**src/rtl/cameralink_capture_ctl.sv**
```systemverilog
// cameralink_capture_ctl: CameraLink frame-grabber sequencer writing RGB pixels into a linear frame buffer
// Ports: CLOCK/RESET link clock and sync active-high reset; start/num_frames/abort run control;
//   VCE/LVV/FVV + red/green/blue receiver stream; cam_enable/cam_request receiver control;
//   wr_en/wr_addr/wr_data frame-buffer write port; busy/frame_done/run_done status;
//   frame_width/frame_height geometry of last frame; err sticky {abort,timeout,width_mismatch,overrun}.
module cameralink_capture_ctl #(
  parameter int MAX_WIDTH  = 640,
  parameter int MAX_HEIGHT = 480,
  parameter int ADDR_W     = 19,
  parameter int TIMEOUT    = 100000
) (
  input  logic              CLOCK,
  input  logic              RESET,
  input  logic              start,
  input  logic [7:0]        num_frames,
  input  logic              abort,
  input  logic              VCE,
  input  logic              LVV,
  input  logic              FVV,
  input  logic [7:0]        red,
  input  logic [7:0]        green,
  input  logic [7:0]        blue,
  output logic              cam_enable,
  output logic              cam_request,
  output logic              wr_en,
  output logic [ADDR_W-1:0] wr_addr,
  output logic [23:0]       wr_data,
  output logic              busy,
  output logic              frame_done,
  output logic              run_done,
  output logic [15:0]       frame_width,
  output logic [15:0]       frame_height,
  output logic [3:0]        err
);
  localparam int TW = $clog2(TIMEOUT + 1);
  typedef enum logic [2:0] {IDLE, ARM, SYNC, WAIT_FRAME, CAPTURE, DONE} state_t;
  state_t state;
  logic [TW-1:0] tmo;
  logic [15:0] x, y;
  logic [ADDR_W-1:0] line_base;
  logic [7:0] frames_left;
  logic lvv_d, fvv_d;
  logic cap, q, fall_f, close, fits, tmo_hit;
  assign cap     = state == CAPTURE;
  assign fall_f  = cap & fvv_d & ~FVV;
  // a line closes on LVV falling, or implicitly when the frame ends with the line still open
  assign close   = cap & ((fvv_d & ~FVV) | (lvv_d & ~LVV)) & (x != 16'd0);
  assign q       = cap & FVV & LVV & VCE;
  assign fits    = (x < 16'(MAX_WIDTH)) && (y < 16'(MAX_HEIGHT));
  assign tmo_hit = tmo == TW'(TIMEOUT - 1);
  always_ff @(posedge CLOCK) begin
    if (RESET) begin
      state        <= IDLE;
      tmo          <= '0;
      x            <= '0;
      y            <= '0;
      line_base    <= '0;
      frames_left  <= '0;
      lvv_d        <= 1'b0;
      fvv_d        <= 1'b0;
      cam_enable   <= 1'b0;
      cam_request  <= 1'b0;
      wr_en        <= 1'b0;
      wr_addr      <= '0;
      wr_data      <= '0;
      busy         <= 1'b0;
      frame_done   <= 1'b0;
      run_done     <= 1'b0;
      frame_width  <= '0;
      frame_height <= '0;
      err          <= '0;
    end else begin
      lvv_d       <= LVV;
      fvv_d       <= FVV;
      wr_en       <= 1'b0;
      cam_request <= 1'b0;
      frame_done  <= 1'b0;
      run_done    <= 1'b0;
      if (abort && state != IDLE && state != DONE) begin
        state      <= DONE;
        err[3]     <= 1'b1;
        cam_enable <= 1'b0;
        run_done   <= 1'b1;
      end else begin
        case (state)
          IDLE: if (start) begin
            state       <= ARM;
            frames_left <= num_frames == 8'd0 ? 8'd1 : num_frames;
            err         <= '0;
            cam_enable  <= 1'b1;
            cam_request <= 1'b1;
            busy        <= 1'b1;
          end
          ARM: begin
            state <= SYNC;
            tmo   <= '0;
          end
          SYNC, WAIT_FRAME: begin
            if (tmo_hit) begin
              state      <= DONE;
              err[2]     <= 1'b1;
              cam_enable <= 1'b0;
              run_done   <= 1'b1;
            end else if (state == SYNC && !FVV) begin
              state <= WAIT_FRAME;
              tmo   <= '0;
            end else if (state == WAIT_FRAME && FVV) begin
              state     <= CAPTURE;
              x         <= '0;
              y         <= '0;
              line_base <= '0;
            end else
              tmo <= tmo + TW'(1);
          end
          CAPTURE: begin
            if (q) begin
              if (fits) begin
                wr_en   <= 1'b1;
                wr_addr <= line_base + ADDR_W'(x);
                wr_data <= {blue, green, red};
                x       <= x + 16'd1;
              end else
                err[0] <= 1'b1;
            end
            if (close) begin
              if (y == 16'd0)
                frame_width <= x;
              else if (x != frame_width)
                err[1] <= 1'b1;
              y <= y + 16'd1;
              x <= '0;
              if (y < 16'(MAX_HEIGHT - 1))
                line_base <= line_base + ADDR_W'(MAX_WIDTH);
            end
            if (fall_f) begin
              frame_height <= y + {15'd0, close};
              frame_done   <= 1'b1;
              frames_left  <= frames_left - 8'd1;
              if (frames_left == 8'd1) begin
                state      <= DONE;
                cam_enable <= 1'b0;
                run_done   <= 1'b1;
              end else begin
                state <= WAIT_FRAME;
                tmo   <= '0;
              end
            end
          end
          DONE: begin
            state <= IDLE;
            busy  <= 1'b0;
          end
          default: state <= IDLE;
        endcase
      end
    end
  end
endmodule

```
**config.mk**
```make
export PLATFORM = sky130hd
export DESIGN_NAME = cameralink_capture_ctl
export DESIGN_NICKNAME = d
export VERILOG_FILES = /design/src/rtl/cameralink_capture_ctl.sv
export SDC_FILE = /design/constraint.sdc
export NUM_CORES = 1
export LEC_CHECK = 0
export BUFFER_PORTS_ARGS = -buffer_cell sky130_fd_sc_hd__buf_4
export CELL_PAD_IN_SITES_DETAIL_PLACEMENT = 1
export CELL_PAD_IN_SITES_GLOBAL_PLACEMENT = 2
export CORE_MARGIN = 4
export CORE_UTILIZATION = 33
export CTS_CLUSTER_SIZE = 10
export DETAILED_ROUTE_END_ITERATION = 8
export PLACE_DENSITY_LB_ADDON = 0.05
export SYNTH_ARGS = -nofsm -noshare
export SYNTH_HDL_FRONTEND = slang
export SYNTH_SLANG_ARGS = --single-unit
```
**constraint.sdc**
```tcl
create_clock -name CLOCK -period 2.65 [get_ports CLOCK]
set_input_delay 0.53 -clock CLOCK [delete_from_list [all_inputs] [get_ports CLOCK]]
set_output_delay 0.53 -clock CLOCK [all_outputs]
set_load 0.05 [all_outputs]
```
==> reports/qor.csv <==
metric;value;unit
sink count of the clock tree;159;
share of cells above drive strength 1;0.211;
overall die area;26200;sq um
share of the clock period used by the worst path after layout;0.920;
slew of the pin with the lowest slew margin;1.14;ns
sequential fraction of the synthesis area;0.407;
met2 GRT Util;0.301;
reported leakage power;3.86;nW
number of pins with negative max-slew slack in the final report;0;
global-route wire length before repair;39200;um
Worst Setup Slack post-DPL;0.0277;ns
average wire per standard cell;16.7;um
CTS tree;done;
number of I/O port buffers;123;
Worst Reg2Reg Path Length in Cells;8;
FILL cells;2838;
peak clock frequency supported by timing;410;MHz
Yosys warning total;0;
IR drop worst, VDD;0.419;mV
Final Hold Slack;0.342;ns
maximum net fanout on the critical path;41;
Num CTS Buffers;17;
vertical die dimension;162;um
mean area per synthesized cell;8.18;sq um
CTS Root Cell;sky130_fd_sc_hd__clkbuf_16;
maximum buffer depth of the clock tree;2;
Clock Skew;0.0118;ns
result of the run;finished clean;
count of nets left with antenna violations after detail routing;0;
Remaining DRCs;0;
Post CTS Setup Buffer Count;0;
I/O pin cnt;124;
total routing usage reported by global routing;0.184;
P&R area growth vs syn;27.3;%
core region area;23400;sq um
die extent in x;162;um
crit path capture type;flip-flop;
Via-to-Cell Ratio;5.08;
largest net degree at the start of global routing;59;
via count;7268;
Final min period;2.44;ns
final setup violating endpoints;0;
M1 GR Usage;0.253;
largest area contributor in the synthesized netlist;sky130_fd_sc_hd__dfxtp_1;
slack of the critical path;0.213;ns
unrepaired setup endpoints after global routing;no;
worst-case headroom to the max-slew limit;0.238;
later-pin clock latency in the skew report;0.43;ns
Max Cap Viol;0;
final RePlAce weighted congestion;0.810;
count of mapped cells out of synthesis;957;
number of cells on the worst hold path;2;
top-area cell type share of the netlist area;0.407;
Diodes inserted;0;
Post-Syn Nets;1016;
area of the mapped netlist;7830;sq um
number of flip-flops and latches in the synthesized netlist;159;
top cells by area in the synthesized netlist;sky130_fd_sc_hd__dfxtp_1, sky130_fd_sc_hd__nand2_1, sky130_fd_sc_hd__xnor2_1, sky130_fd_sc_hd__nor2_1, sky130_fd_sc_hd__a21oi_1;
power consumption;0.00685;W
critical path start-end classification;reg -> reg;
register area;3180;sq um
sort of element at the start of the critical path;flip-flop;
final-stage net count;1159;
required time worst endpoint;3.01;ns
power density normalized to cell area;687;nW/um^2
count of TritonRoute iterations in the first routing pass;4;
vias in the first global route;7340;
leading register cell type out of synthesis;sky130_fd_sc_hd__dfxtp_1;
Starting DRT DRC Count;316;
worst path arrival time;2.79;ns
GRT overflow;0;
Clk pin slew, worst setup/hold paths;0.07;ns
met3 usage;0.0315;
initial core utilization;0.334;
detailed placement HPWL;17200;um
layer with the highest usage;met2;
number of endpoints with negative hold slack in the final report;0;
combined area of the multi-input logic cells;4360;sq um
row cnt;56;
number of synthesized flops with an enable pin;0;
number of levels the H-tree was split into;4;
antenna violations before repair;0;
path type of the worst min-delay path;in -> reg;
Routed Wire Length;24000;um
setup_tns;0;ns
distinct cell type count of the synthesized netlist;64;
share of async-settable or async-resettable flops after synthesis;0;
utilization of the core after routing;0.426;
## per-stage QoR
| stage | instance area, sq um | instances |
|---|---|---|
| final | 9960 | 1431 |
| after global routing | 9960 | 1431 |
| after CTS | 9940 | 1431 |
| after detailed placement | 9370 | 1400 |
| after global placement | 9370 | 1400 |
| after floorplan | 7830 | 957 |
## timing repair
item / in CTS / in global routing
hold buffers: 0 / 0
endpoints found under the hold margin: 0 / 0
setup endpoints to repair: 0 / 16
resized for setup: 0 / 4
## report_power, final
group	internal, W	switching [W]
Clock	0.00141	0.00106
Sequential	0.00251	0.000103
Combinational	0.000595	0.00116
Total	0.00452	0.00233
## synth_stat cells, drive strengths merged (2+ instances only)
master	number
nor4b	3
nand4b	2
nand3	39
nor4	17
inv	13
or4	3
a211oi	22
a41oi	4
nor3	30
and4	4
nor2	113
xnor2	49
o21ai	40
dfxtp	159
a221o	2
and3	20
clkbuf	42
nor3b	6
or2	4
buf	17
nor2b	8
a21o	6
a31oi	8
a31o	3
nand2b	8
o211ai	6
nand4	23
a21oi	81
nand2	130
ha	20
mux2i	18
xor2	20
or3	8
o21bai	2
o31ai	9
and2	5
o21a	2
## final timing paths
kind	start	to	slack, ns
worst max-delay path	state[1]	wr_data[5]	0.21
worst min-delay path	RESET	tmo[2]	0.34
worst max register to register	state[1]	wr_data[5]	0.21
worst min register to register	wr_data[18]	wr_data[18]	0.45
## metal layers
| metal | vias up | part of all wire | wire [um] |
|---|---|---|---|
| li1 | 3645 | - | - |
| met1 | 3500 | 0.49 | 11800 |
| met2 | 105 | 0.47 | 11200 |
| met3 | 18 | 0.031 | 749 |
| met4 | 0 | 0.0096 | 231 |
| met5 | - | 0 | 0 |
## cell type report
type | count | area share
Tap cell | 319 | 0.0401
Timing Repair Buffer | 183 | 0.140
Sequential cell | 159 | 0.319
Clock buffer | 19 | 0.0445
Clock inverter | 12 | 0.0136
Multi-Input combinational cell | 726 | 0.437
Inverter | 13 | 0.00490
## sequential cells by signal, summed over array words and instances, names as in the netlist, 3 cells and up
name / cells
x: 16
tmo: 17
frame_width: 16
y: 16
line_base: 12
err: 4
wr_data: 24
wr_addr: 19
state: 3
frame_height: 16
frames_left: 8
## logic make-up after synthesis
logic type,Yosys count,synth area share
xor+xnor,69,0.0772
mux,18,0.0230
flops,159,0.407
simple gates,426,0.264
buf+inv,72,0.0405
fa+ha+maj,20,0.0320
compound gates,193,0.156
## critical path, stage by stage (launching register included)
cell and delay [ns]:
sky130_fd_sc_hd__dfxtp_1 0.35, sky130_fd_sc_hd__buf_4 0.23, sky130_fd_sc_hd__nand2b_1 0.17, sky130_fd_sc_hd__or3_1 0.47, sky130_fd_sc_hd__o211a_1 0.36, sky130_fd_sc_hd__nand2_1 0.10
sky130_fd_sc_hd__buf_4 0.39, sky130_fd_sc_hd__nand2_1 0.12, sky130_fd_sc_hd__a21oi_1 0.14
## cell usage in the layout, fill, tap and decap left out, drive strengths merged, types with 8 or more instances in the layout
master / count
a211oi: 22
a21oi: 81
a31oi: 8
and3: 20
buf: 183
clkbuf: 19
dfxtp: 159
ha: 20
inv: 16
mux2i: 18
nand2: 130
nand2b: 8
nand3: 39
nand4: 23
nor2: 113
nor2b: 8
nor3: 30
nor4: 17
o21ai: 40
o31ai: 9
or3: 8
xnor2: 49
xor2: 20
(Power assumes the default switching activity.)
